**config.mk**
```make
export PLATFORM = sky130hd
export DESIGN_NAME = csum_accumulator
export DESIGN_NICKNAME = d
export VERILOG_FILES = /design/src/rtl/csum_accumulator.sv
export SDC_FILE = /design/constraint.sdc
export NUM_CORES = 1
export LEC_CHECK = 0
export ABC_AREA = 1
export CORE_MARGIN = 1
export CORE_UTILIZATION = 39
export CTS_CLUSTER_DIAMETER = 120
export DETAILED_ROUTE_END_ITERATION = 12
export DONT_BUFFER_PORTS = 1
export PLACE_DENSITY = 0.51
export SKIP_CTS_REPAIR_TIMING = 1
export SYNTH_ARGS = -nofsm -noshare
export SYNTH_HDL_FRONTEND = slang
export SYNTH_SLANG_ARGS = --single-unit
```
**constraint.sdc**
```tcl
create_clock -name clk -period 5.84 [get_ports clk]
set_clock_uncertainty 0.15 [all_clocks]
set_input_delay 0.584 -clock clk [delete_from_list [all_inputs] [get_ports clk]]
set_output_delay 0.584 -clock clk [all_outputs]
set_load 0.02 [all_outputs]
```
**src/rtl/csum_accumulator.sv**
```systemverilog
// Streaming RFC 1071 one's-complement checksum over 32-bit big-endian beats.
// Accumulates hi/lo halves plus a pseudo-header seed, folds twice and emits ~sum.
module csum_accumulator #(
  parameter int unsigned WIDTH    = 32,
  parameter bit          UDP_ZERO = 1'b1
) (
  input  logic             clk,
  input  logic             reset,
  input  logic [WIDTH-1:0] in_data,
  input  logic             in_valid,
  output logic             in_ready,
  input  logic             in_first,
  input  logic             in_last,
  input  logic [2:0]       in_bytes,
  input  logic [15:0]      seed,
  output logic [15:0]      csum,
  output logic             csum_valid,
  input  logic             csum_ready,
  output logic [15:0]      byte_count,
  output logic             err
);

  typedef enum logic [2:0] {StIdle, StAccum, StFold1, StFold2, StDone} state_e;

  state_e      state_q;
  logic [31:0] acc_q;
  logic [15:0] csum_q;
  logic        csum_valid_q;
  logic [15:0] byte_count_q;
  logic        err_q;

  logic        accept;
  logic [2:0]  last_bytes;
  logic [31:0] masked_data;
  logic [31:0] beat_sum;
  logic [15:0] beat_bytes;
  logic [31:0] fold;
  logic [15:0] final_csum;

  assign in_ready = (state_q == StIdle) || (state_q == StAccum);
  assign accept   = in_valid && in_ready;

  always_comb begin
    last_bytes  = 3'd4;
    masked_data = in_data[31:0];
    if (in_last) begin
      if (in_bytes != 3'd0 && in_bytes < 3'd4) last_bytes = in_bytes;
      // Bytes past the packet end are zero so an odd tail pads with 0x00.
      unique case (last_bytes)
        3'd1:    masked_data = {in_data[31:24], 24'h0};
        3'd2:    masked_data = {in_data[31:16], 16'h0};
        3'd3:    masked_data = {in_data[31:8], 8'h0};
        default: masked_data = in_data[31:0];
      endcase
    end
    beat_sum   = {16'h0, masked_data[31:16]} + {16'h0, masked_data[15:0]};
    beat_bytes = {13'h0, last_bytes};
    fold       = {16'h0, acc_q[15:0]} + {16'h0, acc_q[31:16]};
    final_csum = ~fold[15:0];
    if (UDP_ZERO && final_csum == 16'h0000) final_csum = 16'hFFFF;
  end

  always_ff @(posedge clk) begin
    if (reset) begin
      state_q      <= StIdle;
      acc_q        <= '0;
      csum_q       <= '0;
      csum_valid_q <= 1'b0;
      byte_count_q <= '0;
      err_q        <= 1'b0;
    end else begin
      err_q <= 1'b0;
      unique case (state_q)
        StIdle: begin
          if (accept) begin
            if (in_first) begin
              acc_q        <= {16'h0, seed} + beat_sum;
              byte_count_q <= beat_bytes;
              state_q      <= in_last ? StFold1 : StAccum;
            end else begin
              err_q <= 1'b1;
            end
          end
        end
        StAccum: begin
          if (accept) begin
            if (in_first) begin
              // A fresh first beat abandons the open packet and starts over.
              acc_q        <= {16'h0, seed} + beat_sum;
              byte_count_q <= beat_bytes;
              err_q        <= 1'b1;
            end else begin
              acc_q        <= acc_q + beat_sum;
              byte_count_q <= byte_count_q + beat_bytes;
            end
            if (in_last) state_q <= StFold1;
          end
        end
        StFold1: begin
          acc_q   <= fold;
          state_q <= StFold2;
        end
        StFold2: begin
          acc_q        <= fold;
          csum_q       <= final_csum;
          csum_valid_q <= 1'b1;
          state_q      <= StDone;
        end
        StDone: begin
          if (csum_ready) begin
            csum_valid_q <= 1'b0;
            state_q      <= StIdle;
          end
        end
        default: state_q <= StIdle;
      endcase
    end
  end

  assign csum       = csum_q;
  assign csum_valid = csum_valid_q;
  assign byte_count = byte_count_q;
  assign err        = err_q;

endmodule

```
# Word level (Yosys, flattened, before mapping)
# Index checks and enable logic that the tools add are counted.
[op_classes]
add_sub_neg = 5
n_eq_ne = 12
mux = 30
reduce_logical = 14
n_lt_le_gt_ge = 1
bitwise_logic = 1
[op_table]
columns = ["operator", "count"]
rows = [
  ["$mux 32", 4],
  ["$pmux 32 s3", 1],
  ["$mux 16", 5],
  ["$pmux 24 s3", 1],
  ["$add 16x16->17", 2],
  ["$add 32x17->32", 1],
  ["$pmux 16 s2", 1],
  ["$mux 24", 1],
  ["$mux 3", 8],
  ["$add 16x17->18", 1],
  ["$add 16x3->16", 1],
  ["$logic_not 16->1", 1],
  ["$not 16->16", 1],
  ["$pmux 3 s5", 1],
  ["$eq 3x2->1 const B", 4],
  ["$ne 2x2->1 const B", 5],
  ["$reduce_and 4->1", 2],
  ["$eq 3x1->1 const B", 2],
  ["$reduce_bool 3->1", 2],
  ["$mux 1", 5],
  ["$reduce_and 5->1", 1],
  ["$pmux 1 s2", 2],
  ["$reduce_bool 2->1", 2],
  ["$eq 3x3->1 const B", 1],
  ["7 further kinds", 8],
]
[totals]
inputBits = 57
reg_bits = 69

# Depth between registers and ports, before layout
[logic_depth]
ltp_word = 12
depth_mapped = 31
depth_no_buf = 31

# Least setup slack after synthesis
# Ideal clock, no wire load.
[synth_path]
path_type = "input-to-reg"
startpoint = "input in_bytes[1]"
endpoint = "register acc_q[22]"
path_slack_ns = 1.387
t_arrival_ns = 4.188
t_required_ns = 5.575
cell_stages = 27
setup_time_ns = 0.115
path_cell_list = "inv_1 > nor3_1 > inv_1 > nand2_1 > inv_1 > nand2_1 > inv_1 > ha_1 > nand2_1 > o21ai_0 > nand2_1 > nand2_1 > a21boi_0 > o21ai_0 > nand2_1 > nand4_1 > nand2_1 > ha_1 > nand2_1 > nor2_1 > nand4_1 > o21ai_1 > a21oi_1 > nor2_1 > nand3_1 > nand2_1 > nor2_1"
[synth_via]
elab_chain_cells = 12
[synth_lines]
columns = ["item", "line_no", "source"]
rows = [
  ["from (decl)", "14", "input logic [2:0] in_bytes,"],
  ["$lt 3x3->1 / $reduce_bool 3->1 (equally long branches)", "47", "if (in_bytes != 3'd0 && in_bytes < 3'd4) last_bytes = in_bytes;"],
  ["$logic_and 1x1->1", "47", ""],
  ["$mux 3 (*)", "47", ""],
  ["$mux 3 (*)", "46", "if (in_last) begin"],
  ["$eq 3x2->1 / $eq 3x1->1 (equally long branches)", "49", "unique case (last_bytes)"],
  ["$pmux 24 s3 (*)", "49", ""],
  ["$mux 24 (*)", "46", ""],
  ["$add 16x16->17 (*)", "56", "beat_sum = {16'h0, masked_data[31:16]} + {16'h0, masked_data[15:0]};"],
  ["$add 32x17->32 (*)", "93", "acc_q <= acc_q + beat_sum;"],
  ["$mux 32 (*)", "87", "if (in_first) begin"],
  ["$mux 32 (*)", "86", "if (accept) begin"],
  ["$pmux 32 s3 (*)", "73", "unique case (state_q)"],
  ["to (signal assigned)", "77", "acc_q <= {16'h0, seed} + beat_sum;"],
  ["to (signal assigned)", "89", "acc_q <= {16'h0, seed} + beat_sum;"],
  ["to (signal assigned)", "93", ""],
  ["to (decl)", "26", "logic [31:0] acc_q;"],
]
# Every way passes the cells marked *; elsewhere a longest branch is shown, timed or not. The select of a mux whose other input is x is not followed.
# A chain may end at the register's enable or synchronous reset.

# Final worst setup path
[layout_path]
startpoint = "input in_last"
endpoint = "register acc_q[30]"
[layout_via]
elab_chain_cells = 6
[layout_lines]
columns = ["item", "line_no", "source"]
rows = [
  ["from (decl)", "13", "input logic in_last,"],
  ["$mux 24", "46", ""],
  ["$add 16x16->17", "56", ""],
  ["$add 32x17->32", "93", ""],
  ["$mux 32", "87", ""],
  ["$mux 32", "86", ""],
  ["$pmux 32 s3", "73", ""],
]
# No other way between the ends. The select of a mux whose other input is x is not followed.

==> flow_summary.ini <==
[floorplanning]
die_h_um = 136
io_pins = 92
initial_core_util_pct = 40.2
coreArea_um2 = 17500
rows = 48
dieArea_um2 = 18600
fp.dieW_um = 136

[logic_synthesis]
synthSimpleGateAreaFrac_pct = 35.0
synthTopCellsByArea = dfxtp_1 (20%), nand2_1 (15%), ha_1 (12%), inv_1 (8.2%), nor2_1 (7.6%)
yosys.area.top_type = dfxtp_1
synth_top_family_by_area = simple AND/OR/NAND/NOR gates
yosysSeqAreaShare_pct = 19.6
synth_area_um2 = 7030
synthXorXnorAreaFrac_pct = 2.74
ys_types = 47
synth.top_cell.area_share_pct = 19.6
synth.mux.area_fraction_pct = 0
syn-num-nets = 1284
ys_warn_count = 0
ys_ff_latch = 69
syn_area_per_cell_um2 = 6.10
synth_adder_area_share_pct = 13.7
synth_compound_gate_area_share_pct = 19.1
synthCells = 1153

[finish]
final_common_cell = nand2_1
antennaDiodeCount = 0
area_delta_synth_final_pct = 6.85
layoutNonFillerInstCount = 1379
nets = 1280
drive_gt1_share_pct = 5.46
layout_common_cells = nand2_1 (287), inv_1 (154), nor2_1 (142)

[grt]
grt_pass1_vias = 6376
grt_pass1_wl_um = 31900
grt_overflow = 0
grt_use_total_pct = 22.1
antenna_found_initial = 0
grt_max_degree = 45

[route]
wl_per_cell_um = 14.5
drc = 0
viasPerCell = 5.12
dr.pass1.iters = 4
via_count = 7054
wl_um = 20000
initialDrtViolationCount = 320
antenna_left = 0

[worst_setup_path]
path_max_fanout = 9
crit_required_ps = 5930
timing_worst_setup_path_type = in2reg
endpoint_kind = flop
crit_path_start_kind = primary input
cp_data_arrival_time_ps = 4940

[placement]
place_ws_ps = 630
placedCellCount = 1363
dp_hpwl_um = 16500
portBuffers = 0
gp_congestion = 0.894

[cts]
cts_tree = done
cts_root_buf = clkbuf_16
cts_made_buffers = 9
htreeDepth = 3
clock_latency_ps = 340
clk_pin_slew_ps = 60
cts_sinks = 69
cts_max_path_buffers = 2

[flow_run]
drv_cap = 0

[power]
power_leakage_nw = 3.58
peakVddDrop_mv = 0.236
power_w = 0.00228
power_density_nw_per_um2 = 303

[timing]
worst_pin_slew_ps = 885
drv_slew = 0
hold_viol = 0
min_period_ps = 4850
fmaxAchievable_mhz = 206
fin_tns_setup_ps = 0
setup_ws_ps = 992
whs_ps = 147
setup_viol = 0
rsz0062_at_grt = no
relSlewSlack_pct = 40.8
finalCritPeriodShare_pct = 83.0

[worst_hold_path]
hp-class = in2reg

[outcome]
outcome = finished, final reports clean
==> path summary, 6_finish.rpt <==
check                                from       endpoint  slack (ps)  depth (start not counted)
worst max-delay path              in_last      acc_q[30]         990                         27
worst min-delay path                reset  byte_count[0]         150                          1
worst max register to register  acc_q[16]        csum[0]        3030                         13
worst min register to register  acc_q[30]      acc_q[30]         390                          2
==> layer usage <==
metal	global-route usage [%]	up-vias	wire length (µm)	part of all wire [%]
met5	0	-	0	0
met4	5.00	0	223	1.1
met3	3.77	11	839	4.2
met2	37.3	109	8990	45
met1	29.2	3136	9990	50
li1	-	3798	-	-
==> worst max-delay path, cell delays in order <==
cell	delay, ps
inv_1	90
nor3_1	290
inv_1	130
nand2_1	260
inv_1	130
nand2_1	120
inv_1	50
ha_1	270
nand2_1	50
o21ai_0	270
nand2_1	90
nand2_1	120
a21boi_0	130
o21ai_0	360
nand2_1	120
nand4_1	90
nand2_1	90
ha_1	390
nand2_1	130
nor2_1	160
nand4_1	100
o21ai_1	220
a21oi_1	130
nor2_1	320
nand3_1	120
nand2_1	80
nor2_1	40
==> power by group <==
group	internal [W]	switching [W]	total [W]
sequential	0.000520	0.0000767	0.000597
combinational	0.000391	0.000774	0.00117
clock	0.000287	0.000226	0.000513
total	0.00120	0.00108	0.00228
==> cells in the mapped netlist, drive strengths merged <==
library cell    n
nand2         295
inv           160
nor2          150
a21oi         112
o21ai          87
nand3          73
dfxtp          69
ha             69
nor3           21
nand4          15
xor2           15
clkbuf          9
a21o            8
a31oi           8
buf             8
nand3b          8
xnor2           7
a41oi           5
fa              5
a211oi          4
a21boi          4
o21bai          4
nor4            3
or2             3
and2            2
o211ai          2
a221oi          1
a22oi           1
clkinv          1
nor3b           1
o21a            1
o22ai           1
o311a           1
==> registers in the layout, summed over array words and instances (netlist names) <==
| name | count |
|---|---|
| acc_q | 32 |
| byte_count | 16 |
| csum | 16 |
| csum_valid | 1 |
| err | 1 |
| state_q | 3 |
==> per-stage QoR <==
step,utilization (%),instance area (µm²)
3_5_place_dp,41.5,7250
5_1_grt,43.0,7510
6_report,43.0,7510
3_3_place_gp,41.5,7250
2_1_floorplan,-,7030
4_1_cts,43.0,7510
==> final cells by class <==
| cell class | instances | area, µm² |
|---|---|---|
| multi-input combinational | 906 | 4960 |
| sequential | 69 | 1380 |
| tap | 225 | 282 |
| inverter | 161 | 604 |
| clock inverter | 6 | 38.8 |
| clock buffer | 10 | 229 |
| timing repair buffer | 2 | 15.0 |
| fill | 1948 | 9960 |
==> cells by family after synthesis <==
logic type,after synthesis
flops,69
simple gates,571
xor+xnor,22
fa+ha+maj,74
buf+inv,178
compound gates,239
(Power assumes the default switching activity.)
